[config.mk]
export PLATFORM = sky130hd
export DESIGN_NAME = wbrd2axilm
export DESIGN_NICKNAME = d
export VERILOG_FILES = /design/src/rtl/wbrd2axilm.sv
export SDC_FILE = /design/constraint.sdc
export NUM_CORES = 1
export LEC_CHECK = 0
export BUFFER_PORTS_ARGS = -buffer_cell sky130_fd_sc_hd__buf_4
export CAP_MARGIN = 20
export CORE_AREA = 3 3 72 91
export DETAILED_ROUTE_END_ITERATION = 10
export DIE_AREA = 0 0 75 94
export GPL_TIMING_DRIVEN = 0
export PLACE_DENSITY = 0.93
export REMOVE_ABC_BUFFERS = 1
export SLEW_MARGIN = 10
export SYNTH_ARGS = -nofsm -noshare
export SYNTH_HDL_FRONTEND = slang
export SYNTH_SLANG_ARGS = --single-unit
[constraint.sdc]
create_clock -name i_clk -period 4 [get_ports i_clk]
set_input_delay 0.2 -clock i_clk [delete_from_list [all_inputs] [get_ports i_clk]]
set_output_delay 0.2 -clock i_clk [all_outputs]
set_load 0.02 [all_outputs]
[src/rtl/wbrd2axilm.sv]
// wbrd2axilm: read-only bridge from a pipelined Wishbone slave port to an
// AXI-lite read master. Every accepted WB read strobe becomes one AR beat.
// R beats come back strictly in order, as o_wb_ack (OKAY/EXOKAY) or as
// o_wb_err (SLVERR/DECERR). When a cycle is abandoned, or ends in an error
// while reads are still outstanding, the bridge enters FLUSH. In FLUSH it
// quietly drains the remaining R beats before it serves a new cycle.
module wbrd2axilm #(
   parameter int C_AXI_ADDR_WIDTH = 28,
   parameter int LGFIFO           = 3
) (
   input  logic                          i_clk,
   input  logic                          w_reset,
   // Wishbone pipelined slave
   input  logic                          i_wb_cyc,
   input  logic                          i_wb_stb,
   input  logic                          i_wb_we,
   input  logic [C_AXI_ADDR_WIDTH-3:0]   i_wb_addr,
   output logic                          o_wb_stall,
   output logic                          o_wb_ack,
   output logic [31:0]                   o_wb_data,
   output logic                          o_wb_err,
   // AXI-lite read master
   output logic                          o_axi_arvalid,
   input  logic                          i_axi_arready,
   output logic [C_AXI_ADDR_WIDTH-1:0]   o_axi_araddr,
   output logic [2:0]                    o_axi_arprot,
   input  logic                          i_axi_rvalid,
   output logic                          o_axi_rready,
   input  logic [31:0]                   i_axi_rdata,
   input  logic [1:0]                    i_axi_rresp
);

   // The outstanding-read counter needs one extra bit so that it can hold 2**LGFIFO.
   localparam logic [LGFIFO:0] NPEND_MAX  = {1'b1, {LGFIFO{1'b0}}};
   localparam logic [LGFIFO:0] NPEND_ONE  = {{LGFIFO{1'b0}}, 1'b1};
   localparam logic [LGFIFO:0] NPEND_ZERO = '0;

   typedef enum logic [1:0] {
      ST_IDLE   = 2'd0,
      ST_ACTIVE = 2'd1,
      ST_FLUSH  = 2'd2
   } state_t;

   state_t                        state_q, state_d;
   logic [LGFIFO:0]               npend_q, npend_d;
   logic                          arvalid_q, arvalid_d;
   logic [C_AXI_ADDR_WIDTH-1:0]   araddr_q, araddr_d;
   logic                          ack_q, ack_d;
   logic                          err_q, err_d;
   logic [31:0]                   data_q, data_d;

   logic                          stall;
   logic                          rd_accept;
   logic                          wr_accept;
   logic                          r_beat;
   logic                          r_deliver;

   // Only the error bit of rresp matters: OKAY and EXOKAY both map to an ack.
   logic unused_rresp;
   assign unused_rresp = &{1'b0, i_axi_rresp[0]};

   // Stall and accept decode. A write strobe has to wait until every read has
   // completed, so that its error pulse stays in order with the read responses.
   always_comb begin
      stall     = 1'b0;
      rd_accept = 1'b0;
      wr_accept = 1'b0;
      r_beat    = 1'b0;
      r_deliver = 1'b0;

      if (arvalid_q && !i_axi_arready)
         stall = 1'b1;
      if (npend_q == NPEND_MAX)
         stall = 1'b1;
      if (state_q != ST_ACTIVE)
         stall = 1'b1;
      if (i_wb_we && (npend_q != NPEND_ZERO))
         stall = 1'b1;

      rd_accept = i_wb_cyc && i_wb_stb && !i_wb_we && !stall;
      wr_accept = i_wb_cyc && i_wb_stb &&  i_wb_we && !stall;

      // rready is tied high, so every rvalid is a completed beat. A beat that
      // arrives with nothing outstanding is a fabric fault, and the counter
      // ignores it rather than wrapping.
      r_beat    = i_axi_rvalid && (npend_q != NPEND_ZERO);
      r_deliver = i_axi_rvalid && (state_q == ST_ACTIVE) && i_wb_cyc;
   end

   // Next-state logic for the cycle FSM and the outstanding-read counter.
   always_comb begin
      state_d = state_q;
      npend_d = npend_q;

      unique case ({rd_accept, r_beat})
         2'b10:   npend_d = npend_q + NPEND_ONE;
         2'b01:   npend_d = npend_q - NPEND_ONE;
         default: npend_d = npend_q;
      endcase

      unique case (state_q)
         ST_IDLE: begin
            if (i_wb_cyc)
               state_d = ST_ACTIVE;
         end
         ST_ACTIVE: begin
            if (!i_wb_cyc) begin
               if (npend_q == NPEND_ZERO)
                  state_d = ST_IDLE;
               else
                  state_d = ST_FLUSH;
            end else if (r_deliver && i_axi_rresp[1] && (npend_d != NPEND_ZERO)) begin
               // Only the first error of a burst is reported. Later beats of
               // that cycle carry no meaning for the master.
               state_d = ST_FLUSH;
            end
         end
         ST_FLUSH: begin
            if ((npend_q == NPEND_ZERO) && !arvalid_q)
               state_d = ST_IDLE;
         end
         default: state_d = ST_IDLE;
      endcase
   end

   // Next-state logic for the AR channel and the WB response datapath.
   always_comb begin
      arvalid_d = arvalid_q;
      araddr_d  = araddr_q;
      ack_d     = 1'b0;
      err_d     = 1'b0;
      data_d    = data_q;

      // An AR beat holds still until it is accepted. A new accept in the
      // handshake cycle reloads the beat directly.
      if (rd_accept) begin
         arvalid_d = 1'b1;
         araddr_d  = {i_wb_addr, 2'b00};
      end else if (i_axi_arready) begin
         arvalid_d = 1'b0;
      end

      if (r_deliver) begin
         data_d = i_axi_rdata;
         ack_d  = !i_axi_rresp[1];
         err_d  =  i_axi_rresp[1];
      end

      // Writes are unsupported. They are answered with a bus error and never
      // reach AXI.
      if (wr_accept)
         err_d = 1'b1;
   end

   // State register. The AXI side shares the same synchronous reset.
   always_ff @(posedge i_clk) begin
      if (w_reset) begin
         state_q   <= ST_IDLE;
         npend_q   <= '0;
         arvalid_q <= 1'b0;
         araddr_q  <= '0;
         ack_q     <= 1'b0;
         err_q     <= 1'b0;
         data_q    <= '0;
      end else begin
         state_q   <= state_d;
         npend_q   <= npend_d;
         arvalid_q <= arvalid_d;
         araddr_q  <= araddr_d;
         ack_q     <= ack_d;
         err_q     <= err_d;
         data_q    <= data_d;
      end
   end

   // Responses are masked while CYC is low, so an abandoned cycle never sees a
   // stray ack or err pulse.
   assign o_wb_stall    = stall;
   assign o_wb_ack      = ack_q && i_wb_cyc;
   assign o_wb_err      = err_q && i_wb_cyc;
   assign o_wb_data     = data_q;
   assign o_axi_arvalid = arvalid_q;
   assign o_axi_araddr  = araddr_q;
   assign o_axi_arprot  = 3'b000;
   assign o_axi_rready  = 1'b1;

endmodule
==> reports/qor.csv, run 1 <==
stage,metric,value,unit
finish,final instance area,0.003926,mm^2
placed_design,placed cell areas,0.003691,mm^2
timing,final worst setup slack,0.8801,ns
finish,Non-Filler Instances,518,
power_and_ir_drop,power density cells,370.9,mW/mm^2
floorplan,Core Box Area,0.005779,mm^2
worst_hold_path,worst min path class,input pin to register,
critical_path,"Largest delay share family, worst path",simple AND/OR/NAND/NOR gates,
worst_hold_path,Worst Hold Path Cells,2,
clocking,hold buffer count at CTS,0,
finish,area grow syn2layout,40.97,%
placed_design,I/O Buffers,127,
power_and_ir_drop,net switching power,0.3401,mW
placed_design,dpl cells,500,
synth,biggest area consumer among synthesized cells,dfxtp_1,
timing,Final setup viols,0,
finish,# nets final,517,
clocking,root buf cell,clkbuf_8,
global_route,initial antenna violation count,0,
synth,Cell variety after synth,41,
global_route,first-pass GRT wire length,10.47,mm
critical_path,CP required,4.27,ns
timing,RSZ-0062 raised after global routing,false,
synth,fraction of the mapped netlist area in simple logic gates,24.71,%
critical_path,Crit. End Element,register,
critical_path,"Critical Path, Cell by Cell","or3_4, o211ai_4, nor3_4, buf_8, inv_6, ha_1, xor2_1, ha_1, a21oi_1, mux2i_1, xor2_1, a31oi_1, nor2_1",
floorplan,die area,0.007050,mm^2
critical_path,Crit Path Class,register to register,
synth,sequential area share after synthesis,48.16,%
synth,post-synthesis xor/xnor area fraction,0.9434,%
power_and_ir_drop,peak supply drop,0.0002657,V
global_route,All-Layer GR Usage,19.10,%
floorplan,I/O Pins,135,
power_and_ir_drop,Clock Power Share,40.4,%
timing,Rel. slew slack,47.06,%
finish,# fillers,441,
clocking,clock buffer count from CTS,9,
synth,Syn Inst Count,327,
synth,mapped cell area,0.002785,mm^2
clocking,CTS tree,done,
power_and_ir_drop,Leak,1.642,nW
synth,Post-synth EDFFs,0,
synth,Yosys warning count,0,
critical_path,critical path arrival,3.39,ns
critical_path,Startpoint Class,register,
routing,"wirelength, routed",6.676,mm
synth,area fraction of the dominant cell type after synthesis,48.16,%
placed_design,DP HPWL,4.870,mm
clocking,htree depth,3,
clocking,Clock Sinks,67,
synth,post-synthesis adder-cell area fraction,1.348,%
power_and_ir_drop,sw frac,23.35,%
critical_path,crit path max-delay cell type,or3_4,
routing,post-route ant nets,0,
synth,compound-gate portion of the synthesized area,17.52,%
power_and_ir_drop,Comb power frac,12.0,%
clocking,# Post-CTS Setup Buffers,0,
routing,drt pass-1 iters,4,
status,status,"complete, no violations",
critical_path,"slowest stage delay, CP",0.45,ns
timing,skew final,0.009664,ns
placed_design,DP Worst Slack,0.2780,ns
synth,largest cells by area after synthesis,"dfxtp_1 48%, nand2_1 13%, a21oi_1 7.2%",
global_route,vias in the first global route,2439,
power_and_ir_drop,Reg power frac,47.6,%
finish,fraction of layout cells with a size suffix above 1,42.70,%
floorplan,Initial Util,48.19,%
synth,synthesized flop and latch total,67,
clocking,clk slew on worst S/H paths,0.07,ns
routing,initial drt markers,91,
finish,# diodes,0,
global_route,largest net degree at the start of global routing,68,
routing,routed len/inst,12.89,um
floorplan,FP Rows,31,
timing,"Slew Viols, Final",0,
critical_path,"Max FO, Critical Path",29,
synth,ys async rst share,0,%
timing,final worst-path cycle share,78.00,%
synth,"Top FF cell, synth",dfxtp_1,
timing,setup TNS,0,ns
timing,Tmin final,3.120,ns
timing,hold slack final,0.04967,ns
timing,Worst Tran Pin Value,0.7940,ns
synth,"top cells by count, synth","98 x nand2_1, 67 x dfxtp_1, 40 x a21oi_1, 21 x a21oi_2, 20 x nand2_2",
timing,Fmax,320.5,MHz
routing,vias post-DR,2577,
routing,Via-to-Cell Ratio,4.975,
synth,main combinational cell family by area after synthesis,simple AND/OR/NAND/NOR gates,
flow_run,total of max-cap violations,0,
power_and_ir_drop,internal power,1.116,mW
routing,Residual DRC,0,
global_route,GRT Residual Overflow,0,
floorplan,Chip Width,75,um
timing,final hold vios,0,
critical_path,Crit path buffers/inverters,2,
synth,most frequent cell after synthesis,nand2_1,
placed_design,placer congestion estimate,0.7482,
synth,multiplexer share of the synthesized area,0.7188,%
floorplan,Die H,94,um
clocking,post-cts resize count,0,
critical_path,R2R depth,13,
critical_path,Levels on crit path,13,
clocking,worst skew pair latency,0.33,ns
synth,Syn Area/Cell,8.517,um^2
clocking,Clock Tree Buf Depth,2,
==> cell families after synthesis <==
kind of cell | after synthesis
AO/OA/AOI/OAI | 72
XOR/XNOR | 3
adder cells (fa/ha/maj) | 3
buffers and inverters | 28
flip-flops | 67
multiplexers | 2
other | 2
AND/OR/NAND/NOR | 150
==> worst paths after layout <==
path / start / slack (ns) / end
setup / recovery: npend_q[1]$_SDFF_PP0_ / 0.88 / state_q[0]$_SDFFE_PP0P_
hold / removal: i_axi_rresp[1] / 0.05 / ack_q$_SDFF_PP0_
setup reg to reg: npend_q[1]$_SDFF_PP0_ / 0.88 / state_q[0]$_SDFFE_PP0P_
hold reg to reg: o_wb_data[15]$_SDFFE_PP0P_ / 0.45 / o_wb_data[15]$_SDFFE_PP0P_
==> power by group through the flow <==
stage | combinational (mW) | sequential (mW) | clock [mW]
final | 0.175 | 0.693 | 0.589
after global routing | 0.191 | 0.694 | 0.634
after CTS | 0.175 | 0.692 | 0.608
after detailed placement | 0.174 | 0.708 | 0
after global placement | 0.168 | 0.707 | 0
after floorplan | 0.0638 | 0.720 | 0
==> state kept, by name, summed over array words and instances, names as in the netlist <==
name,count
o_wb_data,32
o_axi_araddr,26
npend_q,4
state_q,2
ack_q,1
err_q,1
o_axi_arvalid,1
==> through the flow <==
stage,power (mW),util (%)
after floorplan,0.7842,-
after global placement,0.8751,63.61
after detailed placement,0.8820,63.87
after CTS,1.475,67.48
after global routing,1.518,67.94
final,1.456,67.94
==> routing by layer <==
metal | part of all wire (%) | track usage [%] | vias up
li1 | - | - | 1299
met5 | 0 | 0 | -
met1 | 38 | 19.79 | 1153
met4 | 1.3 | 7.122 | 0
met2 | 51 | 34.01 | 115
met3 | 9.9 | 7.066 | 10
==> placed cells by master (no fill, tap or decap), types with 2 or more instances in the layout <==
master     netlist  routed
buf_4            8     127
and2_1           2       2
bufinv_16        0       2
nor2b_1          2       2
xor2_1           3       3
a21o_1           2       2
buf_8            0       2
ha_1             3       3
nand2_1         98      98
inv_1            2       2
a21oi_2         21      21
dfxtp_1         67      67
nor3_1           3       3
clkinv_2         0       2
clkbuf_1        11       2
clkbuf_8         0       9
and3_1           2       2
a21oi_1         40      40
nor2_1          10      10
nand3_1          3       3
nand2_2         20      20
mux2i_1          2       2
conb_1           2       6
o21ai_0          2       2
==> cell type report <==
cell class	instances	area (um^2)	area share, %
clock buffers	11	131.4	3.346
clock inverters	5	77.57	1.976
inverters	3	16.27	0.4143
multi-input cells	236	1282	32.66
flip-flops and latches	67	1341	34.16
well taps	66	82.58	2.103
repair buffers	130	994.7	25.33
Note: power is estimated with default switching activity, not from simulation.
==> inputs of run 2 (changes only) <==
Settings changed: CORE_AREA 3 3 72 91 to 3 3 78 99, DIE_AREA 0 0 75 94 to 0 0 81 102, PLACE_DENSITY 0.93 to 0.85.
Clock period 4 ns to 2.7 ns, I/O delays scaled along.
==> run 2 against run 1 <==
Global-route usage fell by 2.1 points. Worst setup slack got worse by 0.78 ns. Die area rose by 17%. Count of clock-buffer cells in the layout did not move. First-iteration DRC count rose by 5.5%. Worst hold slack got worse by 0.0012 ns.
==> reports/qor.csv, run 2 (synthesized netlist as in run 1, its figures left out) <==
stage,metric,value,unit
status,status,"complete, no violations",
routing,routed len/inst,13.17,um
timing,final hold vios,0,
power_and_ir_drop,peak supply drop,0.0003985,V
routing,vias post-DR,2657,
floorplan,Core Box Area,0.006892,mm^2
routing,drt pass-1 iters,4,
timing,setup TNS,0,ns
floorplan,die area,0.008262,mm^2
finish,area grow syn2layout,45.78,%
floorplan,I/O Pins,135,
critical_path,Startpoint Class,register,
floorplan,Initial Util,40.41,%
timing,hold slack final,0.04847,ns
global_route,first-pass GRT wire length,11.02,mm
finish,most frequent cells in the layout,"136 x buf_4, 98 x nand2_1, 65 x dfxtp_1",
finish,# diodes,0,
timing,"Slew Viols, Final",0,
worst_hold_path,worst min path class,input pin to register,
global_route,vias in the first global route,2556,
timing,Tmin final,2.604,ns
placed_design,placer congestion estimate,0.7521,
clocking,CTS tree,done,
placed_design,DP HPWL,4.934,mm
power_and_ir_drop,power density cells,492.6,mW/mm^2
critical_path,Crit Path Class,register to register,
timing,Rel. slew slack,41.10,%
clocking,clock buffer count from CTS,9,
routing,Residual DRC,0,
floorplan,Die H,102,um
finish,# nets final,528,
clocking,Clock Sinks,67,
timing,final worst-path cycle share,96.44,%
routing,"wirelength, routed",7.281,mm
clocking,Clock Tree Buf Depth,2,
critical_path,CP required,2.93,ns
power_and_ir_drop,Leak,1.675,nW
global_route,GRT Residual Overflow,0,
critical_path,Crit. End Element,register,
timing,Fmax,384.1,MHz
routing,initial drt markers,96,
floorplan,FP Rows,34,
finish,final instance area,0.004060,mm^2
timing,Final setup viols,0,
flow_run,total of max-cap violations,0,
placed_design,placed cell areas,0.003721,mm^2
finish,max reg flops,32,
placed_design,I/O Buffers,127,
routing,Via-to-Cell Ratio,4.805,
global_route,initial antenna violation count,0,
finish,"commonest non-fill, non-tap cell in the layout",buf_4,
critical_path,"Max FO, Critical Path",6,
timing,skew final,0.006699,ns
timing,Worst Tran Pin Value,0.8787,ns
floorplan,Chip Width,81,um
finish,fraction of layout cells with a size suffix above 1,45.36,%
critical_path,critical path arrival,2.84,ns
global_route,largest net degree at the start of global routing,68,
clocking,htree depth,3,
clocking,clk slew on worst S/H paths,0.07,ns
routing,post-route ant nets,0,
global_route,All-Layer GR Usage,16.99,%
clocking,root buf cell,clkbuf_8,
clocking,worst skew pair latency,0.32,ns
finish,Final Core Density,58.91,%
==> run 2: cell types whose count changed in the layout (fill, tap and decap cells not counted), moves of 2 or more <==
cell / previous run / this run
ha_1: 3 / 0
buf_4: 127 / 136
dfxtp_4: 0 / 2
ha_4: 0 / 2
dfxtp_1: 67 / 65
==> run 2: final timing paths <==
check	start	endpoint	slack, ns	depth (start not counted)
setup / recovery	npend_q[0]$_SDFF_PP0_	state_q[1]$_SDFFE_PP0P_	0.1	11
setup reg to reg	npend_q[0]$_SDFF_PP0_	state_q[1]$_SDFFE_PP0P_	0.1	11
hold / removal	i_wb_addr[11]	o_axi_araddr[13]$_SDFFE_PP0P_	0.05	3
hold reg to reg	o_wb_data[10]$_SDFFE_PP0P_	o_wb_data[10]$_SDFFE_PP0P_	0.45	2
==> run 2: report_power, final <==
| group | switching, mW | internal, mW |
|---|---|---|
| clock network | 0.359 | 0.329 |
| logic | 0.143 | 0.144 |
| registers | 0.0148 | 1.01 |
==> run 2: layout make-up <==
cell class                 count  area (um^2)
fill                         626         2831
sequential                    67         1349
multi-input combinational    237         1330
timing repair buffer         139         1061
clock buffer                  11        131.4
tap                           90        112.6
inverter                       3        37.54
clock inverter                 5        30.03
timing repair inverter         1        8.758
==> run 2: stage by stage <==
stage          setup WS [ns]  std cells  power [mW]
4_1_cts              0.01255        547       2.020
6_report             0.09621        553       2.000
3_3_place_gp         -0.9657        523       1.298
3_5_place_dp          -1.091        524       1.306
2_1_floorplan        -0.3978        306       1.162
5_1_grt            -0.007141        553       2.094
==> run 2: timing repair <==
action | CTS | global route
buffers inserted | 4 | 5
hold buffers | 1 | 0
endpoints found under the setup margin | 6 | 3
pin swaps | 2 | 4
endpoints found under the hold margin | 1 | 0
resized for setup | 10 | 3
cloned | 2 | 0
==> run 2: routing by layer <==
layer	up-vias	share of wire, %	track usage, %
met1	1223	39	17.48
met2	109	51	31.56
met4	0	0.91	6.632
met3	9	9.1	5.291
li1	1316	-	-
met5	-	0	0
==> run 2: critical path, cell delays in order (launching register included) <==
cell and delay [ns]:
dfxtp_4 0.36, or3_4 0.42, o211ai_4 0.21, nor3_4 0.08, bufinv_16 0.20, ha_4 0.16
xor2_1 0.08, ha_2 0.33, nor2_1 0.04, a22o_1 0.19, and3_1 0.20, a311oi_2 0.24
